**config.mk**
```make
export PLATFORM = sky130hd
export DESIGN_NAME = tone_generator
export DESIGN_NICKNAME = d
export VERILOG_FILES = /design/src/rtl/tone_generator.sv
export SDC_FILE = /design/constraint.sdc
export NUM_CORES = 1
export LEC_CHECK = 0
export BUFFER_PORTS_ARGS = -buffer_cell sky130_fd_sc_hd__buf_2
export CORE_MARGIN = 5
export CORE_UTILIZATION = 39
export DETAILED_ROUTE_END_ITERATION = 8
export MAX_ROUTING_LAYER = met4
export SYNTH_ARGS = -nofsm -noshare
export SYNTH_HDL_FRONTEND = slang
export SYNTH_SLANG_ARGS = --single-unit
```
**constraint.sdc**
```tcl
create_clock -name CLK -period 3.3 [get_ports CLK]
set_input_delay 0.66 -clock CLK [delete_from_list [all_inputs] [get_ports CLK]]
set_output_delay 0.66 -clock CLK [all_outputs]
set_load 0.1 [all_outputs]
```
**src/rtl/tone_generator.sv**
```systemverilog
// Square-wave sound-effect generator: plays half_period-divided tone for
// `duration` frame ticks, holds a silent gap, then pulses done.
module tone_generator #(
  parameter int DIV_W     = 16,
  parameter int DUR_W     = 6,
  parameter int GAP_TICKS = 1
) (
  input  logic             CLK,
  input  logic             NRST,
  input  logic             CLK_EN,
  input  logic             req,
  input  logic [DIV_W-1:0] half_period,
  input  logic [DUR_W-1:0] duration,
  output logic             busy,
  output logic             done,
  output logic             tone_out
);

  localparam int GAP_W = (GAP_TICKS > 1) ? $clog2(GAP_TICKS + 1) : 1;

  typedef enum logic [1:0] {IDLE, PLAY, GAP} state_e;

  state_e             state_q, state_d;
  logic [DIV_W-1:0]   hp_q, hp_d;
  logic [DIV_W-1:0]   div_q, div_d;
  logic [DUR_W-1:0]   dur_q, dur_d;
  logic [GAP_W-1:0]   gap_q, gap_d;
  logic               tone_q, tone_d;
  logic               busy_q, busy_d;
  logic               done_q, done_d;

  logic zero_req;
  assign zero_req = req && (half_period == '0 || duration == '0);

  always_comb begin
    state_d = state_q;
    hp_d    = hp_q;
    div_d   = div_q;
    dur_d   = dur_q;
    gap_d   = gap_q;
    tone_d  = tone_q;
    busy_d  = busy_q;
    done_d  = 1'b0;
    if (zero_req) begin
      state_d = IDLE;
      tone_d  = 1'b0;
      busy_d  = 1'b0;
      done_d  = 1'b1;
      div_d   = '0;
      dur_d   = '0;
      gap_d   = '0;
    end else if (req) begin
      // A request in any state (re)starts the tone; a coincident tick is dropped.
      state_d = PLAY;
      hp_d    = half_period;
      div_d   = half_period - 1'b1;
      dur_d   = duration;
      gap_d   = '0;
      tone_d  = 1'b1;
      busy_d  = 1'b1;
    end else begin
      case (state_q)
        PLAY: begin
          if (div_q == '0) begin
            tone_d = ~tone_q;
            div_d  = hp_q - 1'b1;
          end else begin
            div_d  = div_q - 1'b1;
          end
          if (CLK_EN) begin
            if (dur_q == DUR_W'(1)) begin
              tone_d = 1'b0;
              dur_d  = '0;
              div_d  = '0;
              if (GAP_TICKS > 0) begin
                state_d = GAP;
                gap_d   = GAP_W'(GAP_TICKS);
              end else begin
                state_d = IDLE;
                busy_d  = 1'b0;
                done_d  = 1'b1;
              end
            end else if (dur_q != '0) begin
              dur_d = dur_q - 1'b1;
            end
          end
        end
        GAP: begin
          tone_d = 1'b0;
          if (CLK_EN) begin
            if (gap_q == GAP_W'(1)) begin
              state_d = IDLE;
              busy_d  = 1'b0;
              done_d  = 1'b1;
              gap_d   = '0;
            end else if (gap_q != '0) begin
              gap_d = gap_q - 1'b1;
            end
          end
        end
        default: ;
      endcase
    end
  end

  always_ff @(posedge CLK) begin
    if (!NRST) begin
      state_q <= IDLE;
      hp_q    <= '0;
      div_q   <= '0;
      dur_q   <= '0;
      gap_q   <= '0;
      tone_q  <= 1'b0;
      busy_q  <= 1'b0;
      done_q  <= 1'b0;
    end else begin
      state_q <= state_d;
      hp_q    <= hp_d;
      div_q   <= div_d;
      dur_q   <= dur_d;
      gap_q   <= gap_d;
      tone_q  <= tone_d;
      busy_q  <= busy_d;
      done_q  <= done_d;
    end
  end

  assign busy     = busy_q;
  assign done     = done_q;
  assign tone_out = tone_q;

endmodule

```
==> impl_results.md <==
- Slew Viols, Final: 0
- Largest net degree at the start of global routing: 23
- Final nets: about 420
- Chip width: approximately 96 um
- Multi-input logic area: 1930 um2
- Vias per inst: 5.87
- Post-route ant nets: 0
- Peak supply drop: 0.000183 V
- Maximum clock insertion buffer count: 2
- Synth Instances: between 300 and 400
- Setup tns final: 0 ns
- FF/Latch Area: approximately 880 um2
- Routed via count: between 2k and 3k
- Post-synth ARST share: 0%
- Crit end category: flip-flop
- Layout cells sized above 1: 16.2%
- Yosys warnings: 0
- First-pass GRT wire length: between 10,000 and 15,000 um
- FMAX: around 340 MHz
- Register area share after synthesis: 30.3%
- DRC Markers: 0
- Synth area leader: dfxtp_1
- Die Y: ~96 um
- Status: finished, final reports clean
- Fill count: between 700 and 800
- CTS Sinks: 44
- Worst rel slew slack: between 30 and 40%
- Pwr Density: between 400 and 500 nW/um2
- Ys flop type: dfxtp_1
- Core ar.: about 7300 um2
- Syn avg cell area: just over 8 um2
- CP arrival: 3.19 ns
- Number of antenna diodes: 0
- HP Class: reg -> reg
- Synth area leaders: dfxtp_1 30%, mux2i_1 6.9%, nor2_1 5.7%
- Period utilisation layout: 89.2%
- Post-CTS Hold Buffers: 0
- Area Growth Syn to Fin: 13.3%
- IO Pins: 29
- Static Leakage: 0.00123 uW
- RSZ-0062 raised after global routing: no
- Worst-skew pair later-pin latency: around 0.30 ns
- Die area: just over 9000 um2
- WP data required: ~3.6 ns
- Post-cts gate resize count: 0
- CTS Buf Count: 5
- #FFs+latches synth: 44
- Total grt overflow: 0
- Synth top area share: between 30% and 40%
- Number of global-route vias before repair: roughly 2.7k
- 1st-pass router iterations: 4
- Synth Cell Area: approximately 2900 um2
- Clock Tree Root: clkbuf_8
- Worst Slack Setup Final: approximately 0.36 ns
- Post-Place Worst Slack: roughly 0.44 ns
- CP Max Fanout: 6
- DR WL/cell: between 15 and 20 um
- CTS tree: built
- Worst Setup Start Kind: flip-flop
- Initial antenna violation count: 0
- Routability cong.: 0.945
- Postcts setup bufs: 0
- Routed WL: between 8000 and 9000 um
- Fin crit period: 2.94 ns
- I/O Buffers: 28
- Yosys cell types: 60
- Final Hold Fails: 0
- GRT Resource Usage Total: roughly a fifth
- DRT iter0 DRCs: 234
- Clock transition at path regs: 0.09 ns
- Least-Margin Pin Slew: ~0.95 ns
- Critical path class: reg -> reg
- Hpwl dp: between 6000 and 7000 um
- EDFF count, synth: 0
- # rows: 31
- Clock skew: ~0.0073 ns
- Number of H-tree levels: 2
- List of most frequent post-synthesis cells: 44 x dfxtp_1, 44 x nor2_1, 28 x a21oi_1
- Final setup viols: 0
- Post-Syn Nets: between 300 and 400
- Starting Density: between 40% and 50%
- Max-cap viol count: 0
area by class of cell:
class	instances	share of cell area (%)
tap	99	3.76
inverter	10	1.14
clock inverter	2	0.456
sequential	44	26.8
timing repair buffer	39	6.77
multi-input combinational	293	58.6
clock buffer	6	2.51
logic make-up after synthesis:
group	after synthesis	share of synthesized area [%]
buf+inv	23	3.27
simple gates	150	28.0
xor+xnor	18	5.69
fa+ha+maj	4	1.72
flops	44	30.3
compound gates	101	24.1
mux	20	6.89
metrics by stage:
stage          cells  hold slack [ns]  util (%)  power (uW)  instance area, um2
2_1_floorplan    360            0.470         -         903                2900
4_1_cts          493            0.511      45.4        1390                3290
5_1_grt          493            0.549      45.4        1470                3290
3_5_place_dp     485            0.486      44.0        1020                3190
3_3_place_gp     485            0.472      44.0        1020                3190
6_report         493            0.499      45.4        1380                3290
registers in the layout, indices dropped and copies added, names as in the netlist:
register,cells
state_q,2
busy,1
hp_q,16
gap_q,1
tone_out,1
div_q,16
done,1
dur_q,6
per-layer routing:
metal	global-route usage, %	share of wire (%)	vias to the layer above
met5	-	0	-
met4	8.88	2.8	0
met3	3.67	5.9	25
met2	30.5	46	90
met1	26.3	46	1369
li1	-	-	1412
report_power, final:
| part | switching, uW | internal, uW |
|---|---|---|
| Sequential | 52.1 | 571 |
| Combinational | 237 | 154 |
| Clock | 198 | 170 |
| Total | 487 | 895 |
cell usage in the layout, fill, tap and decap left out, types with 2 or more instances in the layout:
master      instances
a21oi_1            28
ha_1                4
buf_4              11
xor2_1              7
or3_1               3
or2_2               2
clkinvlp_4          2
mux2i_1            20
o21ai_0            10
o22ai_1             6
or4b_1              2
o31a_1              3
nand3b_1            2
a22oi_1             7
o21ai_1             6
and3_1              3
buf_2              28
o211ai_1            3
nor3_1             20
nor4b_1             2
a211oi_1            8
a22o_1              2
o311a_1             2
nand4_1             6
nand2b_1            5
clkbuf_8            6
xnor2_1            10
nand2_1            18
nor2_1             44
a31oi_1             6
a221oi_1            2
inv_1               8
a21o_1              4
dfxtp_1            44
nor4_2              3
nor4_1              9
o31ai_1             2
nor3_2              3
nor2b_1            13
nand3_1             9
worst max-delay path, stage by stage (launching register included):
cell and delay, ns:
dfxtp_1 0.43, nor3_1 0.13, nand2_1 0.21, nor2_1 0.12, a21oi_1 0.22, ha_1 0.24, or3b_1 0.38, nor2_1 0.17
o211ai_1 0.20, or4b_1 0.54, o21ai_1 0.12, o31a_1 0.13
path summary, 6_finish.rpt:
kind	from	to	slack, ns	cells after the start
setup / recovery	div_q[7]	div_q[8]	0.36	11
hold / removal	busy	busy	0.50	2
setup reg to reg	div_q[7]	div_q[8]	0.36	11
hold reg to reg	busy	busy	0.50	2
Power figures use the tool's default switching activity.
